File: src/rtl/remap_cache_fill_ctrl_pkg.sv
// Shared sizing and types for the RemapCache fill controller: local address,
// config-id and line geometry, plus a helper that bounds config ids.
package remap_cache_fill_ctrl_pkg;

    localparam int LOCAL_ADDR_BW0 = 6;
    localparam int N_ICFG         = 3;
    localparam int VSIZE          = 4;
    localparam int DATA_BW        = 8;

    localparam int LBW     = LOCAL_ADDR_BW0;
    localparam int HBW     = LBW - $clog2(VSIZE);
    localparam int ICFG_BW = $clog2(N_ICFG + 1);
    localparam int DBW     = DATA_BW;

    typedef logic [HBW-1:0]            hiaddr_t;
    typedef logic [HBW:0]              occ_t;
    typedef logic [ICFG_BW-1:0]        icfg_id_t;
    typedef logic [VSIZE-1:0][DBW-1:0] line_t;

    function automatic logic id_valid(input icfg_id_t id);
        return int'(id) < N_ICFG;
    endfunction

endpackage

File: src/rtl/remap_cache_fill_ctrl_if.sv
// Handshake bundle between the fill controller and its neighbours: allocation,
// reserved-line request, DRAM return, RemapCache write and free event.
interface remap_cache_fill_ctrl_if;
    import remap_cache_fill_ctrl_pkg::*;

    logic     alloc_rdy;
    logic     alloc_ack;
    icfg_id_t i_alloc_id;
    logic     req_rdy;
    logic     req_ack;
    icfg_id_t o_req_id;
    hiaddr_t  o_req_hiaddr;
    logic     dram_dval;
    icfg_id_t i_dram_id;
    line_t    i_dram_data;
    logic     wad_dval;
    icfg_id_t o_wid;
    hiaddr_t  o_whiaddr;
    line_t    o_wdata;
    logic     free_dval;
    icfg_id_t i_free_id;

    modport slave (
        input  alloc_rdy, i_alloc_id, req_ack, dram_dval, i_dram_id, i_dram_data,
               free_dval, i_free_id,
        output alloc_ack, req_rdy, o_req_id, o_req_hiaddr, wad_dval, o_wid,
               o_whiaddr, o_wdata
    );

    modport master (
        output alloc_rdy, i_alloc_id, req_ack, dram_dval, i_dram_id, i_dram_data,
               free_dval, i_free_id,
        input  alloc_ack, req_rdy, o_req_id, o_req_hiaddr, wad_dval, o_wid,
               o_whiaddr, o_wdata
    );

endinterface

File: src/rtl/remap_cache_fill_ctrl_ring_ptr.sv
// Ring pointer over one config region: steps base..base+size-1 and wraps to
// base; reloads on reset or config load.
module remap_ring_ptr
    import remap_cache_fill_ctrl_pkg::*;
(
    input  logic    i_clk,
    input  logic    i_rst,
    input  logic    i_load,
    input  hiaddr_t i_load_val,
    input  hiaddr_t i_base,
    input  occ_t    i_size,
    input  logic    i_adv,
    output hiaddr_t o_ptr
);

    hiaddr_t ptr_q, ptr_d;
    occ_t    last;

    // Last line computed one bit wider so base+size may exceed the HBW range.
    always_comb begin
        last  = {1'b0, i_base} + i_size - occ_t'(1);
        ptr_d = ptr_q;
        if (i_load) begin
            ptr_d = i_load_val;
        end else if (i_adv) begin
            ptr_d = ({1'b0, ptr_q} == last) ? i_base : ptr_q + hiaddr_t'(1);
        end
    end

    always_ff @(posedge i_clk) begin
        if (i_rst) ptr_q <= i_load_val;
        else       ptr_q <= ptr_d;
    end

    assign o_ptr = ptr_q;

endmodule

File: src/rtl/remap_cache_fill_ctrl.sv
// RemapCache fill controller: reserves lines per config in circular regions,
// turns in-order DRAM beats into cache writes and releases lines on free.
module remap_cache_fill_ctrl
    import remap_cache_fill_ctrl_pkg::*;
(
    input  logic                           i_clk,
    input  logic                           i_rst,
    input  logic                           i_cfg_dval,
    input  logic [N_ICFG-1:0][HBW-1:0]     i_cfg_base,
    input  logic [N_ICFG-1:0][HBW:0]       i_cfg_size,
    remap_cache_fill_ctrl_if.slave         bus,
    output logic                           o_idle,
    output logic                           o_err
);

    logic [N_ICFG-1:0][HBW-1:0] base_q, base_d;
    logic [N_ICFG-1:0][HBW:0]   size_q, size_d;
    logic [N_ICFG-1:0][HBW:0]   occ_q, occ_d;
    logic [N_ICFG-1:0][HBW-1:0] alloc_ptr, fill_ptr, free_ptr;
    logic [N_ICFG-1:0]          alloc_adv, fill_adv, free_adv;

    logic     req_rdy_q, req_rdy_d;
    icfg_id_t req_id_q, req_id_d;
    hiaddr_t  req_hiaddr_q, req_hiaddr_d;
    logic     wad_q, wad_d;
    icfg_id_t wid_q, wid_d;
    hiaddr_t  whiaddr_q, whiaddr_d;
    line_t    wdata_q, wdata_d;
    logic     idle_q, idle_d;
    logic     err_q, err_d;

    logic     clr, alloc_ack, wr_ok, beat_err, free_ok, free_err;
    icfg_id_t aid, did, fid;

    assign clr = i_rst | i_cfg_dval;
    assign aid = bus.i_alloc_id;
    assign did = bus.i_dram_id;
    assign fid = bus.i_free_id;

    for (genvar g = 0; g < N_ICFG; g++) begin : g_ptr
        remap_ring_ptr u_alloc (
            .i_clk(i_clk), .i_rst(i_rst), .i_load(i_cfg_dval), .i_load_val(i_cfg_base[g]),
            .i_base(base_q[g]), .i_size(size_q[g]), .i_adv(alloc_adv[g]), .o_ptr(alloc_ptr[g])
        );
        remap_ring_ptr u_fill (
            .i_clk(i_clk), .i_rst(i_rst), .i_load(i_cfg_dval), .i_load_val(i_cfg_base[g]),
            .i_base(base_q[g]), .i_size(size_q[g]), .i_adv(fill_adv[g]), .o_ptr(fill_ptr[g])
        );
        remap_ring_ptr u_free (
            .i_clk(i_clk), .i_rst(i_rst), .i_load(i_cfg_dval), .i_load_val(i_cfg_base[g]),
            .i_base(base_q[g]), .i_size(size_q[g]), .i_adv(free_adv[g]), .o_ptr(free_ptr[g])
        );
    end

    // Event decode; acceptance uses registered occupancy so a full region
    // freed this cycle becomes allocatable only next cycle.
    always_comb begin
        alloc_ack = 1'b0;
        wr_ok     = 1'b0;
        beat_err  = 1'b0;
        free_ok   = 1'b0;
        free_err  = 1'b0;
        if (!clr) begin
            alloc_ack = bus.alloc_rdy && id_valid(aid) && (occ_q[aid] < size_q[aid]) &&
                        (!req_rdy_q || bus.req_ack);
            if (bus.dram_dval) begin
                if (!id_valid(did) || (fill_ptr[did] == alloc_ptr[did] && occ_q[did] == '0))
                    beat_err = 1'b1;
                else
                    wr_ok = 1'b1;
            end
            if (bus.free_dval) begin
                if (!id_valid(fid) || occ_q[fid] == '0) free_err = 1'b1;
                else                                    free_ok  = 1'b1;
            end
        end
        for (int i = 0; i < N_ICFG; i++) begin
            alloc_adv[i] = alloc_ack && (aid == icfg_id_t'(i));
            fill_adv[i]  = wr_ok     && (did == icfg_id_t'(i));
            free_adv[i]  = free_ok   && (fid == icfg_id_t'(i));
        end
    end

    always_comb begin
        base_d       = base_q;
        size_d       = size_q;
        occ_d        = occ_q;
        req_rdy_d    = req_rdy_q;
        req_id_d     = req_id_q;
        req_hiaddr_d = req_hiaddr_q;
        wad_d        = 1'b0;
        wid_d        = wid_q;
        whiaddr_d    = whiaddr_q;
        wdata_d      = wdata_q;
        err_d        = err_q | beat_err | free_err | (i_cfg_dval & ~idle_q);
        if (clr) begin
            base_d       = i_cfg_base;
            size_d       = i_cfg_size;
            occ_d        = '0;
            req_rdy_d    = 1'b0;
            req_id_d     = '0;
            req_hiaddr_d = '0;
            wid_d        = '0;
            whiaddr_d    = '0;
            wdata_d      = '0;
        end else begin
            if (alloc_ack) begin
                req_rdy_d    = 1'b1;
                req_id_d     = aid;
                req_hiaddr_d = alloc_ptr[aid];
            end else if (bus.req_ack) begin
                req_rdy_d = 1'b0;
            end
            if (wr_ok) begin
                wad_d     = 1'b1;
                wid_d     = did;
                whiaddr_d = fill_ptr[did];
                wdata_d   = bus.i_dram_data;
            end
            for (int i = 0; i < N_ICFG; i++)
                occ_d[i] = occ_q[i] + occ_t'(alloc_adv[i]) - occ_t'(free_adv[i]);
        end
        idle_d = clr | ((occ_d == '0) & ~req_rdy_d);
    end

    always_ff @(posedge i_clk) begin
        if (i_rst) begin
            base_q       <= i_cfg_base;
            size_q       <= i_cfg_size;
            occ_q        <= '0;
            req_rdy_q    <= 1'b0;
            req_id_q     <= '0;
            req_hiaddr_q <= '0;
            wad_q        <= 1'b0;
            wid_q        <= '0;
            whiaddr_q    <= '0;
            wdata_q      <= '0;
            idle_q       <= 1'b1;
            err_q        <= 1'b0;
        end else begin
            base_q       <= base_d;
            size_q       <= size_d;
            occ_q        <= occ_d;
            req_rdy_q    <= req_rdy_d;
            req_id_q     <= req_id_d;
            req_hiaddr_q <= req_hiaddr_d;
            wad_q        <= wad_d;
            wid_q        <= wid_d;
            whiaddr_q    <= whiaddr_d;
            wdata_q      <= wdata_d;
            idle_q       <= idle_d;
            err_q        <= err_d;
        end
    end

    assign bus.alloc_ack    = alloc_ack;
    assign bus.req_rdy      = req_rdy_q;
    assign bus.o_req_id     = req_id_q;
    assign bus.o_req_hiaddr = req_hiaddr_q;
    assign bus.wad_dval     = wad_q;
    assign bus.o_wid        = wid_q;
    assign bus.o_whiaddr    = whiaddr_q;
    assign bus.o_wdata      = wdata_q;
    assign o_idle           = idle_q;
    assign o_err            = err_q;

endmodule

File: src/flat_wrapper.sv
// flat-port wrapper written by rule: the top's interface ports become plain ports
module remap_cache_fill_ctrl_flat import remap_cache_fill_ctrl_pkg::*;
  (i_clk, i_rst, i_cfg_dval, i_cfg_base, i_cfg_size, o_idle, o_err, bus_alloc_rdy, bus_i_alloc_id, bus_req_ack, bus_dram_dval, bus_i_dram_id, bus_i_dram_data, bus_free_dval, bus_i_free_id, bus_alloc_ack, bus_req_rdy, bus_o_req_id, bus_o_req_hiaddr, bus_wad_dval, bus_o_wid, bus_o_whiaddr, bus_o_wdata);
  remap_cache_fill_ctrl_if bus_i ();
  input  logic i_clk;
  input  logic i_rst;
  input  logic i_cfg_dval;
  input  logic [N_ICFG-1:0][HBW-1:0] i_cfg_base;
  input  logic [N_ICFG-1:0][HBW:0] i_cfg_size;
  output logic o_idle;
  output logic o_err;
  input wire logic [$bits(bus_i.alloc_rdy)-1:0] bus_alloc_rdy;
  input wire logic [$bits(bus_i.i_alloc_id)-1:0] bus_i_alloc_id;
  input wire logic [$bits(bus_i.req_ack)-1:0] bus_req_ack;
  input wire logic [$bits(bus_i.dram_dval)-1:0] bus_dram_dval;
  input wire logic [$bits(bus_i.i_dram_id)-1:0] bus_i_dram_id;
  input wire logic [$bits(bus_i.i_dram_data)-1:0] bus_i_dram_data;
  input wire logic [$bits(bus_i.free_dval)-1:0] bus_free_dval;
  input wire logic [$bits(bus_i.i_free_id)-1:0] bus_i_free_id;
  output wire logic [$bits(bus_i.alloc_ack)-1:0] bus_alloc_ack;
  output wire logic [$bits(bus_i.req_rdy)-1:0] bus_req_rdy;
  output wire logic [$bits(bus_i.o_req_id)-1:0] bus_o_req_id;
  output wire logic [$bits(bus_i.o_req_hiaddr)-1:0] bus_o_req_hiaddr;
  output wire logic [$bits(bus_i.wad_dval)-1:0] bus_wad_dval;
  output wire logic [$bits(bus_i.o_wid)-1:0] bus_o_wid;
  output wire logic [$bits(bus_i.o_whiaddr)-1:0] bus_o_whiaddr;
  output wire logic [$bits(bus_i.o_wdata)-1:0] bus_o_wdata;
  assign bus_i.alloc_rdy = bus_alloc_rdy;
  assign bus_i.i_alloc_id = bus_i_alloc_id;
  assign bus_i.req_ack = bus_req_ack;
  assign bus_i.dram_dval = bus_dram_dval;
  assign bus_i.i_dram_id = bus_i_dram_id;
  assign bus_i.i_dram_data = bus_i_dram_data;
  assign bus_i.free_dval = bus_free_dval;
  assign bus_i.i_free_id = bus_i_free_id;
  assign bus_alloc_ack = bus_i.alloc_ack;
  assign bus_req_rdy = bus_i.req_rdy;
  assign bus_o_req_id = bus_i.o_req_id;
  assign bus_o_req_hiaddr = bus_i.o_req_hiaddr;
  assign bus_wad_dval = bus_i.wad_dval;
  assign bus_o_wid = bus_i.o_wid;
  assign bus_o_whiaddr = bus_i.o_whiaddr;
  assign bus_o_wdata = bus_i.o_wdata;
  remap_cache_fill_ctrl u_core (.i_clk(i_clk), .i_rst(i_rst), .i_cfg_dval(i_cfg_dval), .i_cfg_base(i_cfg_base), .i_cfg_size(i_cfg_size), .bus(bus_i), .o_idle(o_idle), .o_err(o_err));
endmodule
File: config.mk
export PLATFORM = sky130hd
export DESIGN_NAME = remap_cache_fill_ctrl_flat
export DESIGN_NICKNAME = d
export VERILOG_FILES = /design/src/rtl/remap_cache_fill_ctrl_pkg.sv /design/src/rtl/remap_cache_fill_ctrl_if.sv /design/src/rtl/remap_cache_fill_ctrl_ring_ptr.sv /design/src/rtl/remap_cache_fill_ctrl.sv /design/src/flat_wrapper.sv
export SDC_FILE = /design/constraint.sdc
export NUM_CORES = 1
export LEC_CHECK = 0
export CORE_MARGIN = 1.5
export CORE_UTILIZATION = 30
export CTS_CLUSTER_DIAMETER = 200
export DETAILED_ROUTE_END_ITERATION = 7
export PLACE_DENSITY = 0.49
export SYNTH_ARGS = -nofsm -noshare
export SYNTH_HDL_FRONTEND = slang
export SYNTH_SLANG_ARGS = --single-unit
File: constraint.sdc
create_clock -name i_clk -period 4.5 [get_ports i_clk]
set_input_delay 0.9 -clock i_clk [delete_from_list [all_inputs] [get_ports i_clk]]
set_output_delay 0.9 -clock i_clk [all_outputs]
set_load 0.02 [all_outputs]
==> run_results.csv <==
group,metric,value,unit
die,rows,54,
sta,finalCriticalPeriod,4.22,ns
grt,grt_max_degree,80,
logic_synthesis,ys_warn_count,0,
placement,hpwl,13900,um
logic_synthesis,synth_edf_count,51,
pwr,p_leak,3.79,nW
clock_network,cts_tree,"done",
route,route.detailed.drc,0,
placement,pre_cts_ws,-0.687,ns
clock_network,cts_sinks,114,
die,initial_utilization,0.306,
placement,io_buffers,120,
pwr,intPower,2.29,mW
route,via_count,5288,
sta,max_freq,0.237,GHz
critical_path,cp_num_buf_inv,2,
logic_synthesis,syn_nets,806,
clock_network,cts_root_buffer,"clkbuf_16",
pwr,pwr_density_cell,368,mW/mm2
sta,worst_slew_pin_slew,0.951,ns
critical_path,required,4.86,ns
critical_path,critical_path.top_delay_family,"simple AND/OR/NAND/NOR gates",
pwr,p_comb_frac,0.216,
finish,final_nets,944,
finish,finalInstanceArea,0.00893,mm2
die,die_x,152,um
critical_path,critPathMaxFanout,4,
critical_path,cp-start-kind,"input port",
sta,finalSetupViolations,0,
logic_synthesis,synth_cell_types,52,
pwr,seqPwrFrac,0.378,
pwr,swShare,0.304,
clock_network,numCtsBuffers,17,
hold_path,hp-start,"u_core.bus.o_req_id[0]$_SDFFE_PP0P_",
route,wl,18200,um
critical_path,reg2reg_to,"u_core.o_idle$_SDFF_PP1_",
clock_network,clock_path_buffers,2,
route,ant_nets,0,
placement,gp_congestion,0.873,
clock_network,clk_pin_slew,0.06,ns
sta,finalCritPeriodShare,0.937,
critical_path,cp-end-kind,"flop",
finish,drive_gt1_frac,0.0984,
run,maxCapViolCount,0,
pwr,switchingPower,0.999,mW
critical_path,cp.arrival,4.58,ns
sta,hold_violations,0,
clock_network,ctsHtreeMaxLevel,4,
critical_path,r2r-start,"u_core.size_q[7]$_DFFE_PP_",
run_status,status,"complete, no violations",
logic_synthesis,yosys_register_bits,114,
route,viasPerCell,4.75,
route,first_pass_iters,4,
critical_path,crit_type,"in -> reg",
placement,dpl_cell_area,0.00829,mm2
finish,antenna_cells,0,
critical_path,slowest_delay,0.54,ns
grt,overflow,0,
pwr,ir_drop,0.188,mV
sta,slew_headroom,0.365,
sta,clock_skew,0.0174,ns
die,ios,121,
sta,setup-tns-final,0,ns
grt,grt_first_pass_wirelength,29500,um
grt,antenna_found_initial,0,
hold_path,hold_end,"u_core.bus.o_req_id[0]$_SDFFE_PP0P_",
die,die-area,0.0232,mm2
hold_path,hold_depth,2,
clock_network,cts_hold_buf,0,
route,wl_per_cell,16.3,um
logic_synthesis,seq_area_frac_synth,0.418,
grt,first_global_vias,5612,
route,drt_first_iter_violations,230,
critical_path,path_cells,"clkbuf_2 > buf_4 > mux2i_1 > nor2_1 > a21oi_1 > ha_1 > nand2_1 > a31oi_1 > a221o_1 > a31o_4 > nor3_4 > ha_2 > fa_1 > or4_4 > nor4_4 > nand2_1 > nor2_1 > a31o_1",
critical_path,r2r_setup_slack,0.62,ns
die,core,0.0218,mm2
grt,grtUsageTotal,0.161,
die,dieHeight,152,um
sta,rsz0062_at_grt,"no",
hold_path,hold_path_class,"reg -> reg",
pwr,clockPowerShare,0.406,
logic_synthesis,ys.flop_type,"dfxtp_1",
sta,maxSlewViolCount,0,
critical_path,r2r_cells,16,
sta,postLayoutSetupSlackWorst,0.281,ns
finish,final_core_util,0.409,
logic_synthesis,syn_inst,682,
clock_network,clk-insertion-delay-late,0.43,ns
logic_synthesis,avgSynthCellArea,9.79,um2
critical_path,slowest_stage,"or4_4",
logic_synthesis,synth_area,0.00668,mm2
logic_synthesis,ys_async_sr_fraction,0,
finish,area_delta_synth_final,33.7,%
cell usage after synthesis (2+ instances only):
cell	instances	area (um2)
nand2_1	104	390
inv_1	72	270
mux2i_1	71	711
dfxtp_1	63	1260
edfxtp_1	51	1530
ha_1	46	576
xnor2_1	40	350
nor2_1	28	105
a21oi_1	25	125
o21ai_0	25	125
xor2_1	21	184
clkbuf_1	19	71.3
nand3_1	16	80.1
a21o_1	11	82.6
nor3_1	11	55.1
and2_1	8	50.1
mux2_2	8	90.1
buf_6	6	67.6
fa_1	6	120
o2bb2ai_1	6	52.6
a221oi_1	3	26.3
nand2b_1	3	18.8
nand4_1	3	18.8
nor4_1	3	18.8
a31o_1	2	17.5
a31oi_1	2	12.5
nor2b_1	2	12.5
nor4b_1	2	17.5
o21ai_1	2	10.0
what timing repair did:
| action | 4_1_cts | 5_1_grt |
|---|---|---|
| gates resized for setup | 6 | 11 |
| pin swaps | 1 | 6 |
| endpoints found under the setup margin | 2 | 1 |
| setup buffers | 0 | 1 |
placed cells by master (no fill, tap or decap), types with 10 or more instances in the layout:
cell             Yosys  layout
nand2_1            104     104
mux2i_1             71      71
clkbuf_16            0      18
xnor2_1             40      40
o21ai_0             25      25
edfxtp_1            51      51
dfxtp_1             63      63
nor2_1              28      27
clkdlybuf4s50_1      0     117
nor3_1              11      10
ha_1                46      44
inv_1               72      71
buf_4                0      23
a21o_1              11      11
xor2_1              21      21
nand3_1             16      16
a21oi_1             25      25
power by group through the flow:
stage          combinational, mW  sequential (mW)  clock (mW)
5_1_grt                    0.794             1.25        1.41
3_5_place_dp               0.710             1.27           0
4_1_cts                    0.715             1.24        1.37
2_1_floorplan              0.484             1.25           0
3_3_place_gp               0.693             1.27           0
6_report                   0.710             1.24        1.33
worst reg2reg max path, delay by kind of cell, from the launching register on:
| family | cells | cell delay, ns |
|---|---|---|
| compound gates | 5 | 0.95 |
| simple gates | 7 | 1.27 |
| flops | 1 | 0.45 |
| fa+ha+maj | 3 | 0.94 |
| mux | 1 | 0.20 |
worst max-delay path by stage:
stage | from | to | slack, ns | depth (start not counted)
floorplan | bus_i_alloc_id[0] | u_core.o_idle$_SDFF_PP1_ | 0.03 | 20
global placement | bus_i_alloc_id[0] | u_core.o_idle$_SDFF_PP1_ | -0.43 | 17
detailed placement | bus_i_alloc_id[0] | u_core.o_idle$_SDFF_PP1_ | -0.69 | 18
CTS | bus_i_alloc_id[1] | u_core.o_idle$_SDFF_PP1_ | 0.09 | 18
global route | bus_i_alloc_id[0] | u_core.o_idle$_SDFF_PP1_ | 0.12 | 20
finish | bus_i_alloc_id[0] | u_core.o_idle$_SDFF_PP1_ | 0.28 | 18
area by class of cell:
class	count	area, um2
well taps	280	350
clock inverters	14	126
flip-flops and latches	114	2790
repair buffers	146	1410
multi-input cells	468	3520
clock buffers	18	450
fillers	2140	12900
inverters	73	274
kinds of logic (layout without fill, tap and decap cells):
| group | Yosys count | count (layout) | synth area share |
|---|---|---|---|
| simple gates | 188 | 188 | 0.126 |
| compound gates | 86 | 86 | 0.0847 |
| fa+ha+maj | 52 | 52 | 0.104 |
| buf+inv | 100 | 251 | 0.0632 |
| flops | 114 | 114 | 0.418 |
| mux | 81 | 81 | 0.124 |
| xor+xnor | 61 | 61 | 0.0800 |
through the flow:
| step | power [mW] | hold WS, ns | cells |
|---|---|---|---|
| final | 3.29 | 0.455 | 1113 |
| after global routing | 3.46 | 0.473 | 1113 |
| after CTS | 3.33 | 0.457 | 1112 |
| after detailed placement | 1.98 | 0.445 | 1080 |
| after global placement | 1.96 | 0.442 | 1080 |
| after floorplan | 1.74 | 0.533 | 682 |
flip-flops by register name, summed over array words and instances, names as in the netlist, 2 cells and up:
register	count
u_core.bus.o_req_hiaddr	4
u_core.bus.o_whiaddr	4
u_core.bus.o_wid	2
u_core.occ_q	15
u_core.g_ptr.u_alloc.o_ptr	12
u_core.size_q	15
u_core.bus.o_req_id	2
u_core.g_ptr.u_fill.o_ptr	12
u_core.base_q	12
u_core.bus.o_wdata	32
per-layer routing:
layer / vias up / global-route usage / part of all wire
met3: 21 / 0.0526 / 0.061
met1: 2523 / 0.197 / 0.44
met4: 0 / 0.0555 / 0.018
met5: - / 0 / 0
met2: 139 / 0.267 / 0.48
li1: 2605 / - / -
No activity file was read; power rests on OpenSTA's default activity.
